==> src/rtl/kt_pc_pkg.sv <==
// Shared types and helpers for the KT program counter with return-address stack.
// Strobe priority decode and sign extension live here so every user agrees on them.
package kt_pc_pkg;

   typedef enum logic [2:0] {
      OP_HOLD,
      OP_RET,
      OP_CALL,
      OP_JABS,
      OP_JREL,
      OP_INC
   } pc_op_e;

   typedef struct packed {
      logic stall;
      logic ret;
      logic call;
      logic jabs;
      logic jrel;
   } pc_strb_t;

   // Fixed priority: stall > ret > call > jump_abs > jump_rel > increment.
   function automatic pc_op_e decode_op(input pc_strb_t s);
      if (s.stall)     return OP_HOLD;
      else if (s.ret)  return OP_RET;
      else if (s.call) return OP_CALL;
      else if (s.jabs) return OP_JABS;
      else if (s.jrel) return OP_JREL;
      else             return OP_INC;
   endfunction

   // Sign-extend the low w bits of v to 64 bits; callers truncate to what they need.
   function automatic logic [63:0] sext64(input logic [63:0] v, input int unsigned w);
      logic signed [63:0] t;
      t = $signed(v << (64 - w));
      return t >>> (64 - w);
   endfunction

endpackage

==> src/rtl/kt_ras.sv <==
// Return-address LIFO. Push while full and pop while empty are dropped and
// reported as single-cycle ovf/unf pulses; entries are not reset.
module kt_ras #(
   parameter int ADDR_W    = 8,
   parameter int RAS_DEPTH = 4,
   localparam int DEPTH_W  = $clog2(RAS_DEPTH + 1)
) (
   input  logic               clk_i,
   input  logic               rst_i,
   input  logic               push_i,
   input  logic               pop_i,
   input  logic [ADDR_W-1:0]  push_data_i,
   output logic [ADDR_W-1:0]  top_o,
   output logic [DEPTH_W-1:0] depth_o,
   output logic               full_o,
   output logic               empty_o,
   output logic               ovf_o,
   output logic               unf_o
);

   localparam int IDX_W = (RAS_DEPTH > 1) ? $clog2(RAS_DEPTH) : 1;

   logic [RAS_DEPTH-1:0][ADDR_W-1:0] mem;
   logic [DEPTH_W-1:0]               depth_q;
   logic [IDX_W-1:0]                 wr_idx, rd_idx;
   logic                             do_push, do_pop;

   assign full_o  = (depth_q == DEPTH_W'(RAS_DEPTH));
   assign empty_o = (depth_q == '0);
   assign depth_o = depth_q;
   assign do_push = push_i && !full_o;
   assign do_pop  = pop_i && !empty_o;
   assign ovf_o   = push_i && full_o;
   assign unf_o   = pop_i && empty_o;

   assign wr_idx  = IDX_W'(depth_q);
   assign rd_idx  = IDX_W'(depth_q - DEPTH_W'(1));
   assign top_o   = empty_o ? '0 : mem[rd_idx];

   always_ff @(posedge clk_i or posedge rst_i) begin
      if (rst_i)        depth_q <= '0;
      else if (do_push) depth_q <= depth_q + DEPTH_W'(1);
      else if (do_pop)  depth_q <= depth_q - DEPTH_W'(1);
   end

   // Gate on reset so an edge coinciding with reset leaves no half-done push.
   always_ff @(posedge clk_i) begin
      if (!rst_i && do_push) mem[wr_idx] <= push_data_i;
   end

endmodule

==> src/rtl/kt_pc_stack.sv <==
// Fetch-stage program counter: increment, relative/absolute jumps, stall and
// call/return via kt_ras. All outputs are registered or derived from registers.
module kt_pc_stack
   import kt_pc_pkg::*;
#(
   parameter int              ADDR_W     = 8,
   parameter int              OFS_W      = 5,
   parameter int              RAS_DEPTH  = 4,
   parameter logic [ADDR_W-1:0] RESET_ADDR = '0
) (
   input  logic                             clk_i,
   input  logic                             rst_i,
   input  logic                             stall_i,
   input  logic                             jump_rel_i,
   input  logic                             jump_abs_i,
   input  logic                             call_i,
   input  logic                             ret_i,
   input  logic [OFS_W-1:0]                 offset_i,
   input  logic [ADDR_W-1:0]                target_i,
   output logic [ADDR_W-1:0]                count_o,
   output logic [$clog2(RAS_DEPTH+1)-1:0]   depth_o,
   output logic                             ras_full_o,
   output logic                             ras_empty_o,
   output logic                             ovf_err_o,
   output logic                             unf_err_o,
   output logic                             wrap_o
);

   pc_strb_t          strb;
   pc_op_e            op;
   logic [ADDR_W-1:0] count_q, count_d, ras_top;
   logic [ADDR_W:0]   inc_sum;
   logic [ADDR_W+1:0] rel_sum;
   logic              wrap_q, wrap_d, ovf_q, unf_q;
   logic              ras_ovf, ras_unf;

   assign strb = '{stall: stall_i, ret: ret_i, call: call_i, jabs: jump_abs_i, jrel: jump_rel_i};
   assign op   = decode_op(strb);

   // Two guard bits: any nonzero guard means the true result left 0..2^ADDR_W-1.
   assign inc_sum = {1'b0, count_q} + (ADDR_W+1)'(1);
   assign rel_sum = {2'b00, count_q} + (ADDR_W+2)'(sext64(64'(offset_i), OFS_W));

   kt_ras #(
      .ADDR_W    (ADDR_W),
      .RAS_DEPTH (RAS_DEPTH)
   ) u_ras (
      .clk_i       (clk_i),
      .rst_i       (rst_i),
      .push_i      (op == OP_CALL),
      .pop_i       (op == OP_RET),
      .push_data_i (inc_sum[ADDR_W-1:0]),
      .top_o       (ras_top),
      .depth_o     (depth_o),
      .full_o      (ras_full_o),
      .empty_o     (ras_empty_o),
      .ovf_o       (ras_ovf),
      .unf_o       (ras_unf)
   );

   always_comb begin
      count_d = count_q;
      wrap_d  = 1'b0;
      unique case (op)
         OP_HOLD: ;
         OP_RET: begin
            if (ras_empty_o) begin
               count_d = inc_sum[ADDR_W-1:0];
               wrap_d  = inc_sum[ADDR_W];
            end else begin
               count_d = ras_top;
            end
         end
         OP_CALL: begin
            count_d = target_i;
            wrap_d  = inc_sum[ADDR_W] && !ras_full_o;
         end
         OP_JABS: count_d = target_i;
         OP_JREL: begin
            count_d = rel_sum[ADDR_W-1:0];
            wrap_d  = |rel_sum[ADDR_W+1:ADDR_W];
         end
         default: begin
            count_d = inc_sum[ADDR_W-1:0];
            wrap_d  = inc_sum[ADDR_W];
         end
      endcase
   end

   always_ff @(posedge clk_i or posedge rst_i) begin
      if (rst_i) begin
         count_q <= RESET_ADDR;
         wrap_q  <= 1'b0;
         ovf_q   <= 1'b0;
         unf_q   <= 1'b0;
      end else begin
         count_q <= count_d;
         wrap_q  <= wrap_d;
         ovf_q   <= ovf_q | ras_ovf;
         unf_q   <= unf_q | ras_unf;
      end
   end

   assign count_o   = count_q;
   assign wrap_o    = wrap_q;
   assign ovf_err_o = ovf_q;
   assign unf_err_o = unf_q;

endmodule

==> config.mk <==
export PLATFORM = sky130hd
export DESIGN_NAME = kt_pc_stack
export DESIGN_NICKNAME = d
export VERILOG_FILES = /design/src/rtl/kt_pc_pkg.sv /design/src/rtl/kt_ras.sv /design/src/rtl/kt_pc_stack.sv
export SDC_FILE = /design/constraint.sdc
export NUM_CORES = 1
export LEC_CHECK = 0
export BUFFER_PORTS_ARGS = -buffer_cell sky130_fd_sc_hd__buf_2
export CELL_PAD_IN_SITES_DETAIL_PLACEMENT = 0
export CELL_PAD_IN_SITES_GLOBAL_PLACEMENT = 1
export CORE_ASPECT_RATIO = 1.4
export CORE_UTILIZATION = 45
export DETAILED_ROUTE_END_ITERATION = 16
export PLACE_DENSITY = 0.84
export SYNTH_ARGS = -nofsm -noshare
export SYNTH_HDL_FRONTEND = slang
export SYNTH_SLANG_ARGS = --single-unit
==> constraint.sdc <==
create_clock -name clk_i -period 4.55 [get_ports clk_i]
set_input_delay 0.455 -clock clk_i [delete_from_list [all_inputs] [get_ports clk_i]]
set_output_delay 0.455 -clock clk_i [all_outputs]
set_load 0.03 [all_outputs]
# Word level (Yosys, flattened, before mapping)

Index checks and enable logic that the tools add are counted.

$add $sub $neg: 4
Reduce and logical (&&, ||, !) cells: 16
$lt $le $gt $ge: 3
Equal/unequal tests: 5
Bitwise logic cells: 2
Muxes and demuxes: 16

Operators with widths:

| operator                                                              | count |
|---|---|
| 32-bit bitwise mux                                                    | 1 |
| 8-bit case mux with 4 select lines                                    | 1 |
| 8-bit two-way mux                                                     | 3 |
| 3-bit two-way mux                                                     | 6 |
| 8-bit binary-select mux with 2-bit select                             | 1 |
| 8-bit demux with 2-bit select                                         | 1 |
| 9-bit by 5-bit adder with 10-bit output                               | 1 |
| 8-bit by 1-bit adder with 9-bit output, second input constant         | 1 |
| 1-bit logical AND                                                     | 7 |
| 3-bit by 2-bit == test with 1-bit output, second input constant       | 2 |
| 3-bit == test, second input constant                                  | 2 |
| 3-bit logical NOT                                                     | 2 |
| 2-bit by 3-bit < comparator with 1-bit output, second input constant  | 2 |
| 2-bit OR reduction                                                    | 3 |
| 1-bit case mux with 4 select lines                                    | 1 |
| 3-bit by 1-bit adder with 3-bit output, second input constant         | 1 |
| 3-bit by 1-bit == test with 1-bit output, second input constant       | 1 |
| 1-bit logical NOT                                                     | 3 |
| 3-bit by 1-bit subtractor with 3-bit output, second input constant    | 1 |
| 2-bit by 1-bit >= comparator with 1-bit output, second input constant | 1 |
| 1-bit two-way mux                                                     | 2 |
| 1-bit OR                                                              | 2 |
| 2-bit nonzero test                                                    | 1 |

Word-level logic and storage cells: 55
Register bits: 46
Output and inout port bits: 16
Input bits: 20

# Logic depth before layout (Yosys ltp)

Depth after elaboration: 9
Mapped depth: 9
Mapped depth without buffers: 8

# Hierarchy

A second synthesis with hierarchy kept.

Cells, all modules: 243
Area total of the unflattened synthesis: 2780.2 um^2

By module, submodules not included:

| module      | instances | area an instance (um^2) | seq. area each (um^2) | cells an instance |
|---|---|---|---|---|
| kt_ras      | 1         | 1501.4                  | 1036.0                | 84 |
| kt_pc_stack | 1         | 1278.7                  | 275.3                 | 159 |

# Least setup slack after synthesis

No wires, ideal clock.

Kind: reg-to-reg
Start point: reg u_ras.depth_q[0] (netlist: u_ras.depth_o[0])
End point: reg u_ras.mem[0] (netlist name), enable pin
Stages on the path, launching flop included: 9
Clock period less this slack: 2.446 ns
Data required time: 4.218 ns
Slack: 2.104 ns
Arrival time: 2.114 ns
Buffers on the path: 2
Library setup time: 0.332 ns
Cells stage by stage: dfrtp_1 buf_6 inv_1 ha_1 ha_1 inv_1 and3_1 clkbuf_1 and3_1

Longest elaborated chain between the ends: 4

RTL lines:

| item                          | line              | source |
|---|---|---|
| start, declared               | kt_ras.sv:24      | `logic [DEPTH_W-1:0] depth_q;` |
| start signal, assigned        | kt_ras.sv:42      | `else if (do_push) depth_q <= depth_q + DEPTH_W'(1);` |
| start signal, assigned        | kt_ras.sv:43      | `else if (do_pop) depth_q <= depth_q - DEPTH_W'(1);` |
| 3-bit == test                 | kt_ras.sv:28      | `assign full_o = (depth_q == DEPTH_W'(RAS_DEPTH));` |
| via ras_full_o                | kt_pc_stack.sv:22 | `output logic ras_full_o,` |
| 1-bit logical NOT             | kt_ras.sv:31      | `assign do_push = push_i && !full_o;` |
| 1-bit logical AND             | kt_ras.sv:31      |  |
| 1-bit logical AND             | kt_ras.sv:48      | `if (!rst_i && do_push) mem[wr_idx] <= push_data_i;` |
| end signal, assigned by index | kt_ras.sv:48      |  |
| end, declared                 | kt_ras.sv:23      | `logic [RAS_DEPTH-1:0][ADDR_W-1:0] mem;` |

The timed path passes the listed nets, and every way through them passes these cells.
A chain may end at the register's enable or synchronous reset.

# Final worst setup path

Start point: reg u_ras.depth_q[0] (netlist: u_ras.depth_o[0])
End point: reg u_ras.depth_q[1] (netlist: u_ras.depth_o[1])

Longest elaborated chain between the ends: 4
Elaborated cells on any way between the ends: 11
Those cells by class: 2 x add/sub; 1 x eq/ne; 2 x mux; 6 x reduce/logical

RTL lines:

| item |
|---|
| parallel branches: the longest is 4 deep, another holds 3-bit by 1-bit subtractor with 3-bit output |

Several ways; the timed one is not identified. The select of a mux whose other input is x is not followed.

==> results.py <==
metrics = {
    "run_status": {
        "status": "finished clean",
    },
    "synthesis": {
        "synthDominantCellAreaShare_pct": 38.2,
        "ys.flop_type": "edfxtp_1",
        "synth_top_area_cell": "edfxtp_1",
        "async_flop_share_pct": 30.4,
        "synth_edf_count": 32,
        "ys_types": 41,
        "synth.top_cells.by_area": "edfxtp_1 38%, dfrtp_1 14%, ha_1 8.0%",
        "synth_fp_nets": 233,
        "yosys_warnings": 0,
        "ys_seq_elements": 46,
        "synth_area_sq_um": 2510,
        "ys_seq_area_share_pct": 52.1,
        "syn_inst": 196,
        "avgSynthCellArea_sq_um": 12.8,
    },
    "timing": {
        "max_freq_mhz": 369,
        "rsz0062_at_grt": "no",
        "whs_ns": 0.223,
        "clock_skew_ns": 0.00971,
        "slew_headroom_pct": 55.9,
        "setup_tns_ns": 0,
        "slew_violations": 0,
        "hold_violations": 0,
        "min_period_over_period_pct": 59.5,
        "worst_slew_pin_slew_ns": 0.660,
        "setup_viol": 0,
        "post-route-min-period_ns": 2.71,
    },
    "critical_path": {
        "cp-start-kind": "flip-flop",
        "worstReg2RegEnd": "u_ras.depth_o[1]",
        "path_class": "flip-flop to flip-flop",
        "path_buf_inv": 1,
        "cp_num_cells": 7,
        "crit_top_cell": "ha_1",
        "r2r-start": "u_ras.depth_o[0]",
        "cp.arrival_ns": 2.90,
        "endpoint_kind": "flip-flop",
        "critical_path.max_stage_delay_ns": 0.75,
        "cp_cell_sequence": "inv_1, ha_1, ha_1, nor2b_1, and2_1, nor2_1, a221o_1",
        "crit_fanout": 13,
        "crit_family": "simple AND/OR/NAND/NOR gates",
        "slowest_stage": "dfrtp_1",
        "crit_required_ns": 4.74,
        "reg2reg_depth": 7,
        "r2r_slack_ns": 1.84,
    },
    "pwr": {
        "power.leakage_nw": 1.19,
        "power_frac_comb_pct": 47.9,
        "power_density_nw_per_um2": 647,
        "pwr-share-clk_pct": 14.4,
        "swShare_pct": 42.8,
        "p_int_mw": 1.05,
        "pwr-share-seq_pct": 37.7,
        "peakVddDrop_uv": 333,
        "switching_power_uw": 784,
    },
    "floorplanning": {
        "die_w_microns": 65.2,
        "start_util_pct": 47.7,
        "die_area_sq_um": 5900,
        "die_h_microns": 90.5,
        "pin_count": 36,
        "core-area_sq_um": 5280,
        "row_count": 31,
    },
    "placement": {
        "io_buffers": 35,
        "place_inst": 290,
        "gp_congestion": 0.756,
        "dpl.hpwl_mm": 3.85,
    },
    "drt": {
        "vias": 1707,
        "drc": 0,
        "viasPerCell": 5.73,
        "drt-total-wl_mm": 5.17,
        "ant_nets": 0,
        "drt_pass1_iterations": 4,
        "avgRoutedWirePerCell_microns": 17.3,
        "drt_iter0_markers": 82,
    },
    "finish": {
        "syn2layout_area_growth_pct": 12.6,
        "antenna_cells": 0,
        "fin_nets": 268,
        "utilization_pct": 53.7,
        "drive_above_1_share_pct": 21.6,
        "fillCellCount": 501,
        "stdcell_count": 298,
    },
    "clocking": {
        "cts_tree": "yes",
        "cts_setup_buffers": 0,
        "clkLatencyLatePin_ns": 0.31,
        "clock_path_buffers": 2,
        "clkSinkCount": 46,
        "cts.repair.resized": 0,
        "cts_buffers": 5,
        "cts_root_buf": "clkbuf_8",
        "path_clk_slew_ns": 0.10,
        "hold_buffers": 0,
        "htreeDepth": 2,
    },
    "global_routing": {
        "grt_max_degree": 19,
        "grt_overflow": 0,
        "grt_pass1_wl_mm": 8.54,
        "antenna_found_initial": 0,
        "grt_pass1_vias": 1718,
        "grt_use_total_pct": 19.3,
    },
    "flow_run": {
        "drv_cap": 0,
    },
    "hold_path": {
        "hold_path.class": "input pin to async pin",
    },
}
-- sequential cells by signal, indices dropped and copies added (netlist names) --
| name | cells |
|---|---|
| u_ras.mem | 32 |
| count_o | 8 |
| u_ras.depth_o | 3 |
| ovf_err_o | 1 |
| unf_err_o | 1 |
| wrap_o | 1 |
-- cell type report --
cell class / instances / area [sq um] / share of cell area, %
Tap cell: 66 / 82.6 / 2.92
Sequential cell: 46 / 1310 / 46.3
Multi-Input combinational cell: 125 / 1100 / 38.8
Clock buffer: 5 / 68.8 / 2.43
Clock inverter: 3 / 27.5 / 0.972
Timing Repair Buffer: 35 / 175 / 6.19
Inverter: 18 / 67.6 / 2.39
-- how the worst max path moves through the flow --
stage                                start                to  slack, ns
after floorplan           u_ras.depth_o[0]      u_ras.mem[0]       2.10
after global placement    u_ras.depth_o[0]  u_ras.depth_o[1]       1.94
after detailed placement  u_ras.depth_o[0]  u_ras.depth_o[1]       1.83
after CTS                 u_ras.depth_o[0]  u_ras.depth_o[1]       1.81
after global routing      u_ras.depth_o[0]  u_ras.depth_o[1]       1.55
final                     u_ras.depth_o[0]  u_ras.depth_o[1]       1.84
-- Yosys cell counts, types with 4 or more instances --
cell type / number
a21oi_1: 10
a221o_1: 7
a221oi_1: 5
and3_1: 9
dfrtp_1: 14
edfxtp_1: 32
ha_1: 16
inv_1: 18
mux4_1: 5
nand2_1: 7
nand3_1: 4
nor2_1: 11
xnor2_1: 6
xor2_1: 4
-- cells by family after synthesis --
family | synth area share (%)
buf+inv | 4.18
flops | 52.1
fa+ha+maj | 8.76
compound gates | 14.9
xor+xnor | 3.48
mux | 7.91
simple gates | 8.66
-- per-layer routing --
metal	track usage, %	share of wire, %	vias to the layer above
li1	-	-	826
met1	24.4	43	832
met2	32.2	52	39
met3	3.91	3.5	10
met4	7.07	1.9	0
met5	0	0	-
-- cells in the final DEF (no fill, tap or decap), types with 3 or more instances in the layout --
master / netlist / layout
a21oi_1: 10 / 10
a221o_1: 7 / 7
a221oi_1: 5 / 5
and3_1: 9 / 9
buf_2: 3 / 35
clkbuf_8: 0 / 5
dfrtp_1: 14 / 14
edfxtp_1: 32 / 32
ha_1: 16 / 16
inv_1: 18 / 18
mux4_1: 5 / 5
mux4_2: 3 / 3
nand2_1: 7 / 7
nand3_1: 4 / 4
nor2_1: 11 / 11
nor2b_1: 3 / 3
o31ai_1: 3 / 3
xnor2_1: 6 / 6
xor2_1: 4 / 4
-- power groups by stage --
stage                     Sequential (mW)  Clock [mW]  Combinational [mW]
after floorplan                     0.770           0               0.575
final                               0.691       0.264               0.878
after global routing                0.707       0.292               0.956
after global placement              0.701           0               0.856
after detailed placement            0.701           0               0.871
after CTS                           0.692       0.270               0.877
-- metrics by stage --
stage | instance area, sq um | power, mW | setup slack [ns]
floorplan | 2510 | 1.35 | 2.10
global placement | 2740 | 1.56 | 1.94
detailed placement | 2740 | 1.57 | 1.83
CTS | 2830 | 1.84 | 1.81
global route | 2830 | 1.95 | 1.55
finish | 2830 | 1.83 | 1.84
-- worst reg2reg max path, stage by stage (launching register included) --
cell	delay (ns)
dfrtp_1	0.75
inv_1	0.14
ha_1	0.27
ha_1	0.23
nor2b_1	0.53
and2_1	0.30
nor2_1	0.09
a221o_1	0.30
Power figures use the tool's default switching activity.
